===== src/rtl/dmem_arbiter.sv =====
`default_nettype none
// ============================================================================
// Module      : dmem_arbiter
// Description : Two-requester (core / loader) arbiter for a single-port data
//               memory. Each access takes three cycles: IDLE decision, ISSUE
//               (memory strobe) and DONE (ready pulse + read data). The core
//               normally wins, but a loader that has lost STARVE_MAX times in
//               a row is forced through.
// Revision    : 1.0 - initial release
// ============================================================================
module dmem_arbiter #(
  parameter int AW         = 10,
  parameter int DW         = 32,
  parameter int STARVE_MAX = 8
) (
  input  logic          clk,
  input  logic          reset,
  input  logic          core_req,
  input  logic          core_we,
  input  logic [AW-1:0] core_addr,
  input  logic [DW-1:0] core_wdata,
  output logic          core_ready,
  output logic [DW-1:0] core_rdata,
  input  logic          ldr_req,
  input  logic          ldr_we,
  input  logic [AW-1:0] ldr_addr,
  input  logic [DW-1:0] ldr_wdata,
  output logic          ldr_ready,
  output logic [DW-1:0] ldr_rdata,
  output logic          mem_en,
  output logic          mem_we,
  output logic [AW-1:0] mem_addr,
  output logic [DW-1:0] mem_wdata,
  input  logic [DW-1:0] mem_rdata,
  output logic [1:0]    owner,
  output logic [3:0]    starve_cnt
);

  typedef enum logic [1:0] {
    IDLE  = 2'd0,
    ISSUE = 2'd1,
    DONE  = 2'd2
  } state_t;

  localparam logic [1:0] OWN_NONE   = 2'b00;
  localparam logic [1:0] OWN_CORE   = 2'b01;
  localparam logic [1:0] OWN_LDR    = 2'b10;
  localparam logic [3:0] STARVE_LIM = 4'(STARVE_MAX);

  state_t          state_q, state_d;
  logic [1:0]      owner_q, owner_d;
  logic [3:0]      starve_q, starve_d;
  logic            we_q, we_d;
  logic [AW-1:0]   addr_q, addr_d;
  logic [DW-1:0]   wdata_q, wdata_d;
  logic            core_wins;
  logic            in_issue;
  logic            in_done;

  // State and latched-access registers; reset clears everything at once
  always_ff @(posedge clk or negedge reset) begin
    if (!reset) begin
      state_q  <= IDLE;
      owner_q  <= OWN_NONE;
      starve_q <= 4'd0;
      we_q     <= 1'b0;
      addr_q   <= '0;
      wdata_q  <= '0;
    end else begin
      state_q  <= state_d;
      owner_q  <= owner_d;
      starve_q <= starve_d;
      we_q     <= we_d;
      addr_q   <= addr_d;
      wdata_q  <= wdata_d;
    end
  end

  // Next-state, arbitration and starvation bookkeeping
  always_comb begin
    state_d   = state_q;
    owner_d   = owner_q;
    starve_d  = starve_q;
    we_d      = we_q;
    addr_d    = addr_q;
    wdata_d   = wdata_q;
    // The loader only overrides the core once it has been starved long enough
    core_wins = core_req && !(ldr_req && (starve_q == STARVE_LIM));
    case (state_q)
      IDLE: begin
        owner_d = OWN_NONE;
        if (core_req || ldr_req) begin
          state_d = ISSUE;
          if (core_wins) begin
            owner_d = OWN_CORE;
            we_d    = core_we;
            addr_d  = core_addr;
            wdata_d = core_wdata;
            if (ldr_req && (starve_q < STARVE_LIM)) begin
              starve_d = starve_q + 4'd1;
            end
          end else begin
            owner_d  = OWN_LDR;
            we_d     = ldr_we;
            addr_d   = ldr_addr;
            wdata_d  = ldr_wdata;
            starve_d = 4'd0;
          end
        end
      end
      ISSUE: begin
        state_d = DONE;
      end
      DONE: begin
        state_d = IDLE;
        owner_d = OWN_NONE;
      end
      default: begin
        state_d = IDLE;
        owner_d = OWN_NONE;
      end
    endcase
  end

  // Memory strobe and per-requester completion outputs, all decoded from flops
  always_comb begin
    in_issue   = (state_q == ISSUE);
    in_done    = (state_q == DONE);
    mem_en     = in_issue;
    mem_we     = in_issue && we_q;
    mem_addr   = in_issue ? addr_q  : '0;
    mem_wdata  = in_issue ? wdata_q : '0;
    core_ready = in_done && (owner_q == OWN_CORE);
    ldr_ready  = in_done && (owner_q == OWN_LDR);
    core_rdata = (core_ready && !we_q) ? mem_rdata : '0;
    ldr_rdata  = (ldr_ready  && !we_q) ? mem_rdata : '0;
    owner      = owner_q;
    starve_cnt = starve_q;
  end

endmodule
`default_nettype wire


===== config.mk =====
export PLATFORM = sky130hd
export DESIGN_NAME = dmem_arbiter
export DESIGN_NICKNAME = d
export VERILOG_FILES = /design/src/rtl/dmem_arbiter.sv
export SDC_FILE = /design/constraint.sdc
export NUM_CORES = 1
export LEC_CHECK = 0
export CORE_ASPECT_RATIO = 1.4
export CORE_MARGIN = 5
export CORE_UTILIZATION = 37
export CTS_BUF_LIST = sky130_fd_sc_hd__clkbuf_4 sky130_fd_sc_hd__clkbuf_8
export CTS_CLUSTER_DIAMETER = 60
export CTS_CLUSTER_SIZE = 16
export DETAILED_ROUTE_END_ITERATION = 8
export GPL_TIMING_DRIVEN = 0
export PLACE_DENSITY = 0.84
export SYNTH_ARGS = -nofsm -noshare
export SYNTH_HDL_FRONTEND = slang
export SYNTH_SLANG_ARGS = --single-unit

===== constraint.sdc =====
create_clock -name clk -period 1.6 [get_ports clk]
set_input_delay 0.24 -clock clk [delete_from_list [all_inputs] [get_ports clk]]
set_output_delay 0.24 -clock clk [all_outputs]
set_load 0.02 [all_outputs]

# [Yosys cells after proc, flatten, opt, wreduce, memory -nomap -nowiden]
# Index checks and enable logic that the tools add are counted.
[word_totals] elab_cells=43 inputBits=122 out_inout_bits=116 regBits=51
[classes] addsub=1 mux=14 n_lt_le_gt_ge=1 n_eq_ne=7 reduce_logical=14
[ops] op="32-bit two-way mux" count=4
[ops] op="10-bit two-way mux" count=2
[ops] op="1-bit logical AND" count=8
[ops] op="4-bit two-way mux" count=2
[ops] op="2-bit case mux with 2 select lines" count=2
[ops] op="2-bit two-way mux" count=3
[ops] op="4-bit by 1-bit adder with 4-bit output (second input constant)" count=1
[ops] op="2-bit by 1-bit equality test with 1-bit output (second input constant)" count=2
[ops] op="2-bit equality test (second input constant)" count=2
[ops] op="4-bit equality test (second input constant)" count=1
[ops] op="4-bit less-than comparator (second input constant)" count=1
[ops] op="3-bit AND reduction" count=1
[ops] op="1-bit zero test" count=2
[ops] op="2-bit zero test" count=1
[ops] op="2-bit by 1-bit != test with 1-bit output (second input constant)" count=1
[ops] op="2-bit != test (second input constant)" count=1
[ops] op="2-bit AND reduction" count=1
[ops] op="1-bit logical OR" count=1
[ops] op="1-bit two-way mux" count=1

# [Depth between registers and ports, before layout]
# Gate-level depths: netlist of the first run.
[depth] ltp_word=7 mapped_depth=7 depth_no_buf=5

# [Least setup slack after synthesis of the first run]
# OpenSTA, ideal clock, no wires.
[synth_path] path_kind="register -> register" from="register starve_q[0] (netlist: starve_cnt[0])" to="register addr_q[0]" arrival_time_ns=1.484 n_path_buf=2 setup_ns=0.138 stages_incl_launch_ff=8 setup_slack_ns=-0.022 synth_period_minus_slack_ns=1.622 t_required_ns=1.462 cell_sequence="dfrtp_1 -> inv_1 -> ha_1 -> nand4b_1 -> and2_1 -> buf_2 -> clkbuf_1 -> o211ai_1"
[synth_between] elab_chain_len=5
[synth_lines] element="start: declaration" line="52" source="logic [3:0] starve_q, starve_d;"
[synth_lines] element="start signal: assignment" line="72" source="starve_q <= starve_d;"
[synth_lines] element="4-bit equality test" line="88" source="core_wins = core_req && !(ldr_req && (starve_q == STARVE_LIM));"
[synth_lines] element="1-bit logical AND" line="88"
[synth_lines] element="1-bit zero test" line="88"
[synth_lines] element="1-bit logical AND" line="88"
[synth_lines] element="10-bit two-way mux" line="94" source="if (core_wins) begin"
[synth_lines] element="end signal: assignment" line="74" source="addr_q <= addr_d;"
[synth_lines] element="end: declaration" line="54" source="logic [AW-1:0] addr_q, addr_d;"
# Every way passes these cells.
# A chain may end at the register's enable or synchronous reset.

# [Final worst setup path of the first run]
[layout_path] from="register we_q" to="output ldr_rdata[4]"
[layout_between] elab_chain_len=3
[layout_lines] element="start: declaration" line="53" source="logic we_q, we_d;"
[layout_lines] element="start signal: assignment" line="73" source="we_q <= we_d;"
[layout_lines] element="1-bit zero test" line="136" source="ldr_rdata = (ldr_ready && !we_q) ? mem_rdata : '0;"
[layout_lines] element="1-bit logical AND" line="136"
[layout_lines] element="32-bit two-way mux" line="136"
[layout_lines] element="end: declaration" line="29" source="output logic [DW-1:0] ldr_rdata,"
# Every way passes these cells.

==> flow_summary.html, run 1 <==
<table>
<tr><th>Metric</th><th>Value</th></tr>
<tr><th colspan="2">Outcome</th></tr>
<tr><td>Run status</td><td>finished with violations</td></tr>
<tr><td>Failing checks</td><td>setup timing</td></tr>
<tr><th colspan="2">Synth</th></tr>
<tr><td>Number of warnings reported in the yosys synthesis log</td><td>0</td></tr>
<tr><td>Unique masters post-synth</td><td>31</td></tr>
<tr><td>Average cell area after synthesis</td><td>8.23 sq um</td></tr>
<tr><td>Number of instances in the synthesized netlist</td><td>about 420</td></tr>
<tr><td>Sequential area share after synthesis</td><td>between 30% and 40%</td></tr>
<tr><td>Top_reg_cell synth</td><td>dfrtp_1</td></tr>
<tr><td>Number of synthesized flops with an enable pin</td><td>0</td></tr>
<tr><td>Most instantiated library cell after synthesis</td><td>and2_1</td></tr>
<tr><td>Leading area contributor after synthesis</td><td>dfrtp_1</td></tr>
<tr><td>Synth Net Count</td><td>543</td></tr>
<tr><td>Proportion of synthesized flip-flops having asynchronous set or reset</td><td>between 90% and 100%</td></tr>
<tr><td>Area share of the leading cell type in the synthesized netlist</td><td>a little under two fifths</td></tr>
<tr><td>Ranking of synthesized cells by area</td><td>dfrtp_1 (37%), and2_1 (20%), o211ai_1 (9.4%)</td></tr>
<tr><td>Cell types with the highest counts after synthesis</td><td>and2_1 (108), dfrtp_1 (51), nand4_1 (44)</td></tr>
<tr><td>Number of storage elements in the synthesis netlist</td><td>51</td></tr>
<tr><td>Area of the mapped netlist</td><td>3450 sq um</td></tr>
<tr><th colspan="2">Place</th></tr>
<tr><td>RePlAce Congestion</td><td>approximately 0.85</td></tr>
<tr><td>Total of buffers placed on input and output ports</td><td>236</td></tr>
<tr><td>Pre-CTS setup slack</td><td>-685 ps</td></tr>
<tr><td>Post-DP HPWL</td><td>12.7 mm</td></tr>
<tr><td>Placed inst area</td><td>just under 6000 sq um</td></tr>
<tr><th colspan="2">Timing</th></tr>
<tr><td>Max transition margin</td><td>~64%</td></tr>
<tr><td>Top achievable clock speed</td><td>517 MHz</td></tr>
<tr><td>Fin crit share</td><td>121%</td></tr>
<tr><td>Final Hold Vio Count</td><td>0</td></tr>
<tr><td>Slew at the pin with the worst max-slew slack</td><td>539 ps</td></tr>
<tr><td>Final count of pins violating max slew</td><td>0</td></tr>
<tr><td>Worst-case clock skew</td><td>3.39 ps</td></tr>
<tr><td>Post-route minimum period</td><td>1940 ps</td></tr>
<tr><td>Setup slack of the critical path after layout</td><td>-336 ps</td></tr>
<tr><td>Setup repair after global routing missed its margin</td><td>yes</td></tr>
<tr><td>Number of failing setup endpoints in the final timing report</td><td>~150</td></tr>
<tr><th colspan="2">Routing</th></tr>
<tr><td>DRT Wirelength</td><td>19.9 mm</td></tr>
<tr><td>Post-detailed-route via-to-cell ratio</td><td>about 6</td></tr>
<tr><td>Iter 0 DRT Violations</td><td>345</td></tr>
<tr><td>Overall via count from detail_route</td><td>4906</td></tr>
<tr><td>Per-cell routed wire length</td><td>24.3 um</td></tr>
<tr><td>Number of remaining DRC errors</td><td>0</td></tr>
<tr><td>Detailed Routing Iterations Pass 1</td><td>7</td></tr>
<tr><td>Count of antenna-violating nets left after detailed routing</td><td>0</td></tr>
<tr><th colspan="2">Global route</th></tr>
<tr><td>Overall overflow remaining after global route</td><td>0</td></tr>
<tr><td>GRT Util Overall</td><td>28.7%</td></tr>
<tr><td>Largest net degree at the start of global routing</td><td>39</td></tr>
<tr><td>Antenna violations before repair</td><td>12</td></tr>
<tr><td>Global-route wire length before repair</td><td>25.9 mm</td></tr>
<tr><td>Number of global-route vias before repair</td><td>4718</td></tr>
<tr><th colspan="2">Critical path</th></tr>
<tr><td>Maximum fanout encountered on the critical timing path</td><td>10</td></tr>
<tr><td>Worst Setup Start Kind</td><td>flop</td></tr>
<tr><td>Count of cells along the worst register-to-register path</td><td>8</td></tr>
<tr><td>Data arrival time of the critical path</td><td>around 1700 ps</td></tr>
<tr><td>R2r startpoint</td><td>state_q[0]$_DFFE_PN0P_</td></tr>
<tr><td>End point of the critical path</td><td>ldr_rdata[4]</td></tr>
<tr><td>Critical path type</td><td>flop to primary output</td></tr>
<tr><td>Internal reg-to-reg setup slack</td><td>-150 ps</td></tr>
<tr><td>Critical path origin</td><td>we_q$_DFFE_PN0P_</td></tr>
<tr><td>Required time of the critical path</td><td>1360 ps</td></tr>
<tr><td>Worst reg2reg path endpoint</td><td>addr_q[5]$_DFFE_PN0P_</td></tr>
<tr><td>Critical path capture point type</td><td>primary output</td></tr>
<tr><th colspan="2">Cells and area</th></tr>
<tr><td>Fill cell instance count of the final layout</td><td>513</td></tr>
<tr><td>Post-layout net count</td><td>831</td></tr>
<tr><td>Area used by sequential logic in the layout</td><td>approximately 1300 sq um</td></tr>
<tr><td>Fraction of final layout cells with drive strength greater than 1</td><td>51.8%</td></tr>
<tr><td>Multi-input combinational cell area</td><td>2420 sq um</td></tr>
<tr><td>Final standard cell area without fillers</td><td>7490 sq um</td></tr>
<tr><td>Area delta synth-&gt;final</td><td>117%</td></tr>
<tr><td>Final design utilization</td><td>82.5%</td></tr>
<tr><th colspan="2">Floorplan</th></tr>
<tr><td>Core ar.</td><td>9080 sq um</td></tr>
<tr><td>Standard-cell rows</td><td>41</td></tr>
<tr><td>Initial cell density of the core</td><td>between 30 and 40%</td></tr>
<tr><td>Number of I/O pins</td><td>238</td></tr>
<tr><td>Overall die width</td><td>91.6 um</td></tr>
<tr><td>Die footprint</td><td>11400 sq um</td></tr>
<tr><td>Die height</td><td>124 um</td></tr>
<tr><th colspan="2">Clock network</th></tr>
<tr><td>Clock transition at path regs</td><td>~100 ps</td></tr>
<tr><td>Clock tree from TritonCTS</td><td>done</td></tr>
<tr><td>CTS H-Tree Depth</td><td>2</td></tr>
<tr><td>Root buffer selected by CTS</td><td>clkbuf_8</td></tr>
<tr><td>Number of clock sinks</td><td>51</td></tr>
<tr><td>Number of buffers between clock root and the deepest sink</td><td>2</td></tr>
<tr><td>Worst-skew pair later-pin latency</td><td>approximately 320 ps</td></tr>
<tr><td>Number of buffers added by the clock tree synthesis step</td><td>5</td></tr>
<tr><th colspan="2">Run</th></tr>
<tr><td>Max-capacitance violation count</td><td>0</td></tr>
<tr><th colspan="2">Pwr</th></tr>
<tr><td>Power, Total</td><td>approximately 0.011 W</td></tr>
<tr><td>Static leakage</td><td>3.29 nW</td></tr>
<tr><td>Worst VDD drop</td><td>1.00 mV</td></tr>
<tr><td>Power per Cell Area</td><td>1500 nW/um^2</td></tr>
<tr><th colspan="2">Min path</th></tr>
<tr><td>Type of the worst min-delay path</td><td>input port to flop</td></tr>
</table>
-- critical path, cell delays in order (launching register included) --
cell and delay (ps):
dfrtp_1 520, nor3_4 320, buf_6 150, buf_8 110
and2_1 140, buf_6 120
-- what timing repair did --
item / in CTS / in global routing
pin swaps: 16 / 110
endpoints found under the setup margin: 158 / 155
hold buffers: 1 / 0
hold endpoints to repair: 13 / 0
gates resized for setup: 724 / 238
gates cloned: 4 / 12
setup buffers: 12 / 15
-- layout make-up --
type	instances	area share, %
clock buffer	8	1.39
inverter	3	0.150
timing repair buffer	281	40.3
buffer	50	6.82
multi-input combinational	315	32.3
antenna	4	0.134
sequential	51	17.1
tap	107	1.79
-- how the worst min path moves through the flow --
stage / from / endpoint / slack [ps] / cells past startpoint
after CTS: core_req / starve_cnt[3]$_DFFE_PN0P_ / 330 / 3
after global placement: wdata_q[19]$_DFFE_PN0P_ / wdata_q[19]$_DFFE_PN0P_ / 480 / 2
after floorplan: reset / addr_q[0]$_DFFE_PN0P_ / -60 / 0
after detailed placement: reset / wdata_q[28]$_DFFE_PN0P_ / 160 / 1
after global routing: core_req / starve_cnt[3]$_DFFE_PN0P_ / 370 / 3
final: core_req / starve_cnt[0]$_DFFE_PN0P_ / 360 / 3
-- layer usage --
layer,wire [um],track usage (%),up-vias
met5,72,0,-
met4,1060,10.5,12
met3,2300,12.9,106
met2,10200,51.6,366
met1,6270,28.7,2334
li1,-,-,2088
-- per-stage QoR --
step	TNS [ps]	hold slack, ps	cells
after floorplan	-899	-55.6	419
after global placement	-140300	482	762
after detailed placement	-78790	164	763
after CTS	-24330	332	788
after global routing	-37430	372	817
final	-32140	364	819
-- report_power, final --
group	leakage [nW]	switching, W	internal [W]	total, W
logic	2.61	0.00368	0.00418	0.00786
registers	0.622	0.000551	0.00192	0.00247
clock network	0.0550	0.000468	0.000413	0.000881
-- layout by cell type (no fill, tap or decap), drive strengths merged, types with 2 or more instances in the layout --
cell           Yosys  final
and2             108    108
clkbuf            27     27
o21ai             44     44
ha                 2      2
clkdlybuf4s50      0    119
nor2               7      7
nand2b             3      3
buf               23    186
o211ai            43     43
nor2b              4      4
dlygate4sd2        0      5
diode              0      4
dfrtp             51     51
inv                3      3
nor3               2      2
nand3             43     43
or2                2      2
nand4             44     44
-- flip-flops by register name, summed over array words and instances, names as in the netlist --
signal / count
starve_cnt: 4
owner: 2
we_q: 1
addr_q: 10
state_q: 2
wdata_q: 32
-- cell families after synthesis --
family                     after synthesis  share of synthesized area, %
adders and majority gates                2                         0.725
AOI/OAI and AO/OA                       93                          17.2
DFF                                     51                          37.0
xor gates and xnor gates                 1                         0.254
buffers and inverters                   53                          6.60
and+or+nand+nor                        219                          38.3
Note: power is estimated with default switching activity, not from simulation.
==> inputs of run 2 (changes only) <==
- RECOVER_POWER: not set -> 100
==> flow_summary.html, run 2 (synthesized netlist as in run 1, its figures left out) <==
<table>
<tr><th>Metric</th><th>Value</th></tr>
<tr><th colspan="2">Critical path</th></tr>
<tr><td>R2r startpoint</td><td>state_q[0]$_DFFE_PN0P_ (unchanged)</td></tr>
<tr><td>Critical path type</td><td>flop to primary output (unchanged)</td></tr>
<tr><td>Cell with the biggest individual delay on the critical path</td><td>dfrtp_1 (unchanged)</td></tr>
<tr><td>Worst stage delay on the critical path</td><td>530 ps (was 520 ps)</td></tr>
<tr><td>Worst Setup Start Kind</td><td>flop (unchanged)</td></tr>
<tr><td>Maximum fanout encountered on the critical timing path</td><td>10 (unchanged)</td></tr>
<tr><td>Data arrival time of the critical path</td><td>1700 ps (about the same)</td></tr>
<tr><td>Kind of cell adding the most delay to the critical path</td><td>flip-flops (unchanged)</td></tr>
<tr><td>Required time of the critical path</td><td>1360 ps (about the same)</td></tr>
<tr><td>Critical path capture point type</td><td>primary output (unchanged)</td></tr>
<tr><td>Count of cells along the worst register-to-register path</td><td>8 (unchanged)</td></tr>
<tr><td>Internal reg-to-reg setup slack</td><td>-180 ps (was -150 ps)</td></tr>
<tr><td>Sequence of cells on the critical path</td><td>nor3_4 &gt; buf_6 &gt; buf_8 &gt; and2_1 &gt; buf_6 (unchanged)</td></tr>
<tr><td>Crit path buffers/inverters</td><td>3 (unchanged)</td></tr>
<tr><td>Most used cell, CP</td><td>buf_6 (unchanged)</td></tr>
<tr><td>Worst reg2reg path endpoint</td><td>we_q$_DFFE_PN0P_ (was addr_q[5]$_DFFE_PN0P_)</td></tr>
<tr><th colspan="2">Timing</th></tr>
<tr><td>Setup slack of the critical path after layout</td><td>-342 ps (was -336 ps)</td></tr>
<tr><td>Final Hold Vio Count</td><td>0 (unchanged)</td></tr>
<tr><td>Slew at the pin with the worst max-slew slack</td><td>812 ps (was 539 ps)</td></tr>
<tr><td>Final count of pins violating max slew</td><td>0 (unchanged)</td></tr>
<tr><td>Number of failing setup endpoints in the final timing report</td><td>154 (was 152)</td></tr>
<tr><td>Post-route minimum period</td><td>1940 ps (about the same)</td></tr>
<tr><td>Worst-case clock skew</td><td>5.55 ps (was 3.39 ps)</td></tr>
<tr><td>Fin crit share</td><td>121% (about the same)</td></tr>
<tr><td>Setup repair after global routing missed its margin</td><td>yes (unchanged)</td></tr>
<tr><td>Max transition margin</td><td>45.9% (was 64.0%)</td></tr>
<tr><td>Top achievable clock speed</td><td>515 MHz (was 517 MHz)</td></tr>
<tr><th colspan="2">Routing</th></tr>
<tr><td>Number of remaining DRC errors</td><td>0 (unchanged)</td></tr>
<tr><td>Post-detailed-route via-to-cell ratio</td><td>5.96 (was 5.99)</td></tr>
<tr><td>Detailed Routing Iterations Pass 1</td><td>5 (was 7)</td></tr>
<tr><td>Per-cell routed wire length</td><td>24.4 um (was 24.3 um)</td></tr>
<tr><td>DRT Wirelength</td><td>19.9 mm (about the same)</td></tr>
<tr><td>Iter 0 DRT Violations</td><td>337 (was 345)</td></tr>
<tr><td>Count of antenna-violating nets left after detailed routing</td><td>0 (unchanged)</td></tr>
<tr><td>Overall via count from detail_route</td><td>4879 (was 4906)</td></tr>
<tr><th colspan="2">Floorplan</th></tr>
<tr><td>Standard-cell rows</td><td>41 (unchanged)</td></tr>
<tr><td>Die height</td><td>124 um (unchanged)</td></tr>
<tr><td>Overall die width</td><td>91.6 um (unchanged)</td></tr>
<tr><td>Number of I/O pins</td><td>238 (unchanged)</td></tr>
<tr><td>Initial cell density of the core</td><td>38.0% (unchanged)</td></tr>
<tr><td>Die footprint</td><td>11400 sq um (unchanged)</td></tr>
<tr><td>Core ar.</td><td>9080 sq um (unchanged)</td></tr>
<tr><th colspan="2">Pwr</th></tr>
<tr><td>Static leakage</td><td>3.26 nW (was 3.29 nW)</td></tr>
<tr><td>Clock power frac</td><td>7.9% (about the same)</td></tr>
<tr><td>P_int</td><td>0.00647 W (was 0.00651 W)</td></tr>
<tr><td>Fraction of power spent switching nets</td><td>42.1% (was 41.9%)</td></tr>
<tr><td>Worst VDD drop</td><td>1.00 mV (about the same)</td></tr>
<tr><td>Fraction of power consumed by sequential logic</td><td>22.2% (was 22.1%)</td></tr>
<tr><td>Switching power of the nets</td><td>0.00471 W (was 0.00470 W)</td></tr>
<tr><td>Proportion of power drawn by combinational gates</td><td>69.9% (was 70.1%)</td></tr>
<tr><td>Power, Total</td><td>0.0112 W (about the same)</td></tr>
<tr><td>Power per Cell Area</td><td>1500 nW/um^2 (about the same)</td></tr>
<tr><th colspan="2">Cells and area</th></tr>
<tr><td>Fraction of final layout cells with drive strength greater than 1</td><td>51.4% (was 51.8%)</td></tr>
<tr><td>Most common library cell in the layout ignoring fill and taps</td><td>buf_6 (unchanged)</td></tr>
<tr><td>Fill cell instance count of the final layout</td><td>522 (was 513)</td></tr>
<tr><td>Post-layout net count</td><td>831 (unchanged)</td></tr>
<tr><td>Area delta synth-&gt;final</td><td>116% (was 117%)</td></tr>
<tr><td>Most frequent cells in the layout</td><td>buf_6 (128), clkdlybuf4s50_1 (119), and2_4 (101), dfrtp_1 (48), nand4_1 (44) (unchanged)</td></tr>
<tr><td>Register bank with the most flops</td><td>wdata_q (unchanged)</td></tr>
<tr><td>Number of flip-flops under the largest register name</td><td>32 (unchanged)</td></tr>
<tr><th colspan="2">Global route</th></tr>
<tr><td>Antenna violations before repair</td><td>12 (unchanged)</td></tr>
<tr><td>Overall overflow remaining after global route</td><td>0 (unchanged)</td></tr>
<tr><td>Global-route wire length before repair</td><td>25.9 mm (unchanged)</td></tr>
<tr><td>Number of global-route vias before repair</td><td>4718 (unchanged)</td></tr>
<tr><td>Largest net degree at the start of global routing</td><td>39 (unchanged)</td></tr>
<tr><td>GRT Util Overall</td><td>28.7% (unchanged)</td></tr>
<tr><th colspan="2">Clock network</th></tr>
<tr><td>Worst-skew pair later-pin latency</td><td>320 ps (about the same)</td></tr>
<tr><td>Number of buffers between clock root and the deepest sink</td><td>2 (unchanged)</td></tr>
<tr><td>Clock transition at path regs</td><td>100 ps (about the same)</td></tr>
<tr><td>Root buffer selected by CTS</td><td>clkbuf_8 (unchanged)</td></tr>
<tr><td>Number of clock sinks</td><td>51 (unchanged)</td></tr>
<tr><td>CTS H-Tree Depth</td><td>2 (unchanged)</td></tr>
<tr><td>Clock tree from TritonCTS</td><td>done (unchanged)</td></tr>
<tr><td>Number of buffers added by the clock tree synthesis step</td><td>5 (unchanged)</td></tr>
<tr><th colspan="2">Outcome</th></tr>
<tr><td>Run status</td><td>finished with violations (unchanged)</td></tr>
<tr><td>Failing checks</td><td>setup timing (unchanged)</td></tr>
<tr><th colspan="2">Min path</th></tr>
<tr><td>WHS Endpoint</td><td>starve_cnt[0]$_DFFE_PN0P_ (unchanged)</td></tr>
<tr><td>Worst Hold Path Cells</td><td>3 (unchanged)</td></tr>
<tr><td>Type of the worst min-delay path</td><td>input port to flop (unchanged)</td></tr>
<tr><td>Hold Crit Start</td><td>core_req (unchanged)</td></tr>
<tr><th colspan="2">Place</th></tr>
<tr><td>Post-DP HPWL</td><td>12.7 mm (unchanged)</td></tr>
<tr><td>Pre-CTS setup slack</td><td>-685 ps (unchanged)</td></tr>
<tr><td>Total of buffers placed on input and output ports</td><td>236 (unchanged)</td></tr>
<tr><td>RePlAce Congestion</td><td>0.848 (unchanged)</td></tr>
<tr><th colspan="2">Run</th></tr>
<tr><td>Max-capacitance violation count</td><td>0 (unchanged)</td></tr>
</table>
run 2: how the worst max path moves through the flow:
stage | startpoint | endpoint | slack, ps | depth (start not counted)
floorplan | starve_cnt[0]$_DFFE_PN0P_ | addr_q[0]$_DFFE_PN0P_ | -20 | 7
global placement | reset | wdata_q[5]$_DFFE_PN0P_ | -1260 | 1
detailed placement | state_q[0]$_DFFE_PN0P_ | core_rdata[17] | -690 | 5
CTS | state_q[0]$_DFFE_PN0P_ | ldr_rdata[7] | -330 | 6
global route | owner[1]$_DFFE_PN0N_ | ldr_rdata[7] | -380 | 7
finish | we_q$_DFFE_PN0P_ | ldr_rdata[4] | -340 | 5
run 2: cell type report:
class / instances / area [sq um] / share of cell area, %
Multi-Input combinational cell: 315 / 2420 / 32.5
Inverter: 3 / 11.3 / 0.151
Antenna cell: 3 / 7.51 / 0.101
Buffer: 50 / 510 / 6.85
Tap cell: 107 / 134 / 1.80
Timing Repair Buffer: 281 / 2990 / 40.1
Clock buffer: 8 / 104 / 1.39
Sequential cell: 51 / 1280 / 17.2
run 2: timing repair:
item	CTS	global route
gates cloned	4	12
hold endpoints to repair	13	0
endpoints found under the setup margin	158	155
pin swaps	16	110
setup buffers	12	15
hold buffers	1	0
gates resized for setup	724	238
run 2: power by group through the flow:
stage	Combinational, W	Clock, W	Sequential, W
finish	0.00782	0.000888	0.00248
detailed placement	0.00484	0	0.00232
global route	0.00815	0.000928	0.00252
floorplan	0.00276	0	0.00224
CTS	0.00546	0.000874	0.00228
global placement	0.00474	0	0.00227
run 2: worst register-to-register path, cell delays in order, from the launching register on:
cell	delay, ps
dfrtp_2	440
clkbuf_1	130
buf_6	120
buf_6	110
or2_4	250
buf_12	160
clkbuf_16	170
o21ai_2	150
o211ai_1	120
run 2: per-stage QoR:
stage	TNS, ps	util [%]	hold WS [ps]	cells	instance area, sq um
floorplan	-899	-	-55.6	419	3450
global placement	-140300	65.5	482	762	5950
detailed placement	-78790	65.6	164	763	5960
CTS	-24330	71.2	332	788	6460
global route	-42210	82.1	372	817	7450
finish	-37550	82.1	361	818	7460
run 2: routing by layer:
| metal | track usage, % | vias to the layer above | share of wire [%] |
|---|---|---|---|
| li1 | - | 2086 | - |
| met1 | 28.7 | 2305 | 32 |
| met2 | 51.6 | 373 | 52 |
| met3 | 12.9 | 101 | 11 |
| met4 | 10.5 | 14 | 5.1 |
| met5 | 0 | - | 0.41 |
==> inputs of run 3 (changes only) <==
- CORE_UTILIZATION: 37 -> 33
- PLACE_DENSITY: 0.84 -> 0.79
- clock period: 1.6 -> 1.7 ns (I/O delays scaled with it)
==> flow_summary.html, run 3 (synthesized netlist as in run 1, its figures left out) <==
<table>
<tr><th>Metric</th><th>Value</th></tr>
<tr><th colspan="2">Outcome</th></tr>
<tr><td>Run status</td><td>finished with violations (unchanged)</td></tr>
<tr><td>Failing checks</td><td>setup timing (unchanged)</td></tr>
<tr><th colspan="2">Timing</th></tr>
<tr><td>Number of failing setup endpoints in the final timing report</td><td>114 (was 154)</td></tr>
<tr><td>Setup slack of the critical path after layout</td><td>-231 ps (was -342 ps)</td></tr>
<tr><td>Setup repair after global routing missed its margin</td><td>yes (unchanged)</td></tr>
<tr><td>Top achievable clock speed</td><td>approximately 520 MHz</td></tr>
<tr><td>Final count of pins violating max slew</td><td>0 (unchanged)</td></tr>
<tr><td>Final Hold Vio Count</td><td>0 (unchanged)</td></tr>
<tr><td>Slew at the pin with the worst max-slew slack</td><td>705 ps (was 812 ps)</td></tr>
<tr><td>Fin crit share</td><td>114%</td></tr>
<tr><td>Post-route minimum period</td><td>1930 ps</td></tr>
<tr><td>Worst-case clock skew</td><td>6.36 ps (was 5.55 ps)</td></tr>
<tr><td>Max transition margin</td><td>53.0% (was 45.9%)</td></tr>
<tr><th colspan="2">Global route</th></tr>
<tr><td>Overall overflow remaining after global route</td><td>0 (unchanged)</td></tr>
<tr><td>Number of global-route vias before repair</td><td>4568 (was 4718)</td></tr>
<tr><td>Met3 routing resource usage after global routing</td><td>9.22% (was 12.9%)</td></tr>
<tr><td>Most used routing layer in global routing</td><td>met2 (unchanged)</td></tr>
<tr><td>GRT Util Overall</td><td>25.4% (was 28.7%)</td></tr>
<tr><td>Largest net degree at the start of global routing</td><td>28 (was 39)</td></tr>
<tr><td>Global-route wire length before repair</td><td>24.4 mm (was 25.9 mm)</td></tr>
<tr><td>Antenna violations before repair</td><td>8 (was 12)</td></tr>
<tr><td>Met1 track demand over resource</td><td>26.2% (was 28.7%)</td></tr>
<tr><td>GR Layer Usage met2</td><td>45.5% (was 51.6%)</td></tr>
<tr><th colspan="2">Critical path</th></tr>
<tr><td>Critical path capture point type</td><td>primary output (unchanged)</td></tr>
<tr><td>Required time of the critical path</td><td>1440 ps (was 1360 ps)</td></tr>
<tr><td>Critical path type</td><td>flop to primary output (unchanged)</td></tr>
<tr><td>Worst Setup Start Kind</td><td>flop (unchanged)</td></tr>
<tr><td>Data arrival time of the critical path</td><td>1680 ps (was 1700 ps)</td></tr>
<tr><td>Maximum fanout encountered on the critical timing path</td><td>6 (was 10)</td></tr>
<tr><th colspan="2">Place</th></tr>
<tr><td>Total of buffers placed on input and output ports</td><td>236 (unchanged)</td></tr>
<tr><td>Post-DP HPWL</td><td>12.6 mm (was 12.7 mm)</td></tr>
<tr><td>RePlAce Congestion</td><td>0.900 (was 0.848)</td></tr>
<tr><td>Number of placed cells counting well taps</td><td>794 (was 763)</td></tr>
<tr><td>Placed inst area</td><td>6000 sq um (was 5960 sq um)</td></tr>
<tr><td>Pre-CTS setup slack</td><td>-665 ps (was -685 ps)</td></tr>
<tr><th colspan="2">Floorplan</th></tr>
<tr><td>Overall die width</td><td>96.4 um (was 91.6 um)</td></tr>
<tr><td>Die footprint</td><td>12600 sq um (was 11400 sq um)</td></tr>
<tr><td>Standard-cell rows</td><td>44 (was 41)</td></tr>
<tr><td>Initial cell density of the core</td><td>33.5% (was 38.0%)</td></tr>
<tr><td>Die height</td><td>131 um (was 124 um)</td></tr>
<tr><td>Core ar.</td><td>10300 sq um (was 9080 sq um)</td></tr>
<tr><td>Number of I/O pins</td><td>238 (unchanged)</td></tr>
<tr><th colspan="2">Routing</th></tr>
<tr><td>Count of antenna-violating nets left after detailed routing</td><td>0 (unchanged)</td></tr>
<tr><td>Iter 0 DRT Violations</td><td>223 (was 337)</td></tr>
<tr><td>Overall via count from detail_route</td><td>4441 (was 4879)</td></tr>
<tr><td>DRT Wirelength</td><td>16.9 mm (was 19.9 mm)</td></tr>
<tr><td>Post-detailed-route via-to-cell ratio</td><td>5.38 (was 5.96)</td></tr>
<tr><td>Per-cell routed wire length</td><td>20.5 um (was 24.4 um)</td></tr>
<tr><td>Detailed Routing Iterations Pass 1</td><td>4 (was 5)</td></tr>
<tr><td>Number of remaining DRC errors</td><td>0 (unchanged)</td></tr>
<tr><th colspan="2">Clock network</th></tr>
<tr><td>CTS H-Tree Depth</td><td>2 (unchanged)</td></tr>
<tr><td>Clock transition at path regs</td><td>90 ps (was 100 ps)</td></tr>
<tr><td>Worst-skew pair later-pin latency</td><td>320 ps (about the same)</td></tr>
<tr><td>Number of buffers between clock root and the deepest sink</td><td>2 (unchanged)</td></tr>
<tr><td>Number of buffers added by the clock tree synthesis step</td><td>5 (unchanged)</td></tr>
<tr><td>Root buffer selected by CTS</td><td>clkbuf_8 (unchanged)</td></tr>
<tr><td>Clock tree from TritonCTS</td><td>done (unchanged)</td></tr>
<tr><td>Number of clock sinks</td><td>51 (unchanged)</td></tr>
<tr><th colspan="2">Pwr</th></tr>
<tr><td>Power per Cell Area</td><td>1260 nW/um^2 (was 1500 nW/um^2)</td></tr>
<tr><td>Worst VDD drop</td><td>0.799 mV (was 1.00 mV)</td></tr>
<tr><td>Static leakage</td><td>2.91 nW (was 3.26 nW)</td></tr>
<tr><td>Power, Total</td><td>0.00848 W (was 0.0112 W)</td></tr>
<tr><th colspan="2">Run</th></tr>
<tr><td>Max-capacitance violation count</td><td>0 (unchanged)</td></tr>
<tr><th colspan="2">Cells and area</th></tr>
<tr><td>Fraction of final layout cells with drive strength greater than 1</td><td>39.2% (was 51.4%)</td></tr>
<tr><td>Area delta synth-&gt;final</td><td>94.7% (was 116%)</td></tr>
<tr><td>Final standard cell area without fillers</td><td>6720 sq um (was 7460 sq um)</td></tr>
<tr><td>Number of flip-flops under the largest register name</td><td>32 (unchanged)</td></tr>
<tr><td>Fill cell instance count of the final layout</td><td>875 (was 522)</td></tr>
<tr><td>Register bank with the most flops</td><td>wdata_q (unchanged)</td></tr>
<tr><td>Non-filler instance count after layout</td><td>825 (was 818)</td></tr>
<tr><td>Most frequent cells in the layout</td><td>clkdlybuf4s50_1 (120), buf_6 (101), and2_4 (75), dfrtp_1 (49), nand4_1 (44) (was buf_6 (128), clkdlybuf4s50_1 (119), and2_4 (101), dfrtp_1 (48), nand4_1 (44))</td></tr>
<tr><td>Final design utilization</td><td>65.3% (was 82.1%)</td></tr>
<tr><td>Most common library cell in the layout ignoring fill and taps</td><td>clkdlybuf4s50_1 (was buf_6)</td></tr>
<tr><td>Post-layout net count</td><td>808 (was 831)</td></tr>
<tr><th colspan="2">Min path</th></tr>
<tr><td>Type of the worst min-delay path</td><td>input port to flop (unchanged)</td></tr>
</table>
==> run 3: cell types whose count changed in the layout (fill, tap and decap cells not counted), moves of 10 or more <==
| cell | delta |
|---|---|
| and2_1 | +25 |
| o21ai_2 | -38 |
| buf_4 | +10 |
| and2_4 | -26 |
| o21ai_1 | +37 |
| buf_8 | -10 |
| buf_6 | -27 |
==> run 3: layout make-up <==
class | count | area, sq um | share of cell area (%)
Multi-Input combinational cell | 315 | 2170 | 32.3
Timing Repair Buffer | 259 | 2650 | 39.4
Inverter | 3 | 11.3 | 0.168
Clock buffer | 6 | 82.6 | 1.23
Tap cell | 138 | 173 | 2.57
Buffer | 49 | 345 | 5.14
Antenna cell | 3 | 7.51 | 0.112
Sequential cell | 51 | 1280 | 19.0
Clock inverter | 1 | 5.00 | 0.0745
==> run 3: repair_timing <==
action                                 in CTS  in global routing
gates resized for setup                   720                 86
buffers inserted                            8                  3
pin swaps                                  34                  8
hold buffers                                1                  0
endpoints found under the hold margin      26                  0
cloned                                      6                  4
setup endpoints to repair                 151                156
==> run 3: critical path: stages, from the launching register on <==
cell	delay [ps]
dfrtp_2	440
nand2b_4	180
nor3_4	130
buf_6	150
buf_6	120
buf_6	110
and2_4	130
buf_6	110
==> run 3: power breakdown <==
group,total [W],leakage [nW],switching (W),internal [W]
logic,0.00556,2.24,0.00280,0.00276
registers,0.00217,0.623,0.000371,0.00180
clock network,0.000747,0.0471,0.000426,0.000321
==> run 3: worst paths after layout <==
path	start	end	slack, ps	cells after the start
min reg2reg	wdata_q[2]$_DFFE_PN0P_	wdata_q[2]$_DFFE_PN0P_	520	2
min in group asynchronous	reset	wdata_q[30]$_DFFE_PN0P_	510	2
max reg2reg	starve_cnt[0]$_DFFE_PN0P_	wdata_q[12]$_DFFE_PN0P_	20	7
min	core_req	starve_cnt[3]$_DFFE_PN0P_	420	3
max in group asynchronous	reset	state_q[1]$_DFFE_PN0P_	270	3
max	state_q[0]$_DFFE_PN0P_	core_rdata[18]	-230	7
==> run 3: stage by stage <==
stage	setup TNS, ps	hold slack, ps
global placement	-123370	485
CTS	-14050	420
detailed placement	-66490	308
floorplan	0	-40.6
global route	-27320	424
finish	-19230	425
==> run 3: routing by layer <==
layer,vias to the layer above,share of wire (%),routed length [um]
met4,10,3.0,514
met2,248,52,8770
met1,2106,34,5680
met5,-,0.36,61
li1,2034,-,-
met3,43,11,1910
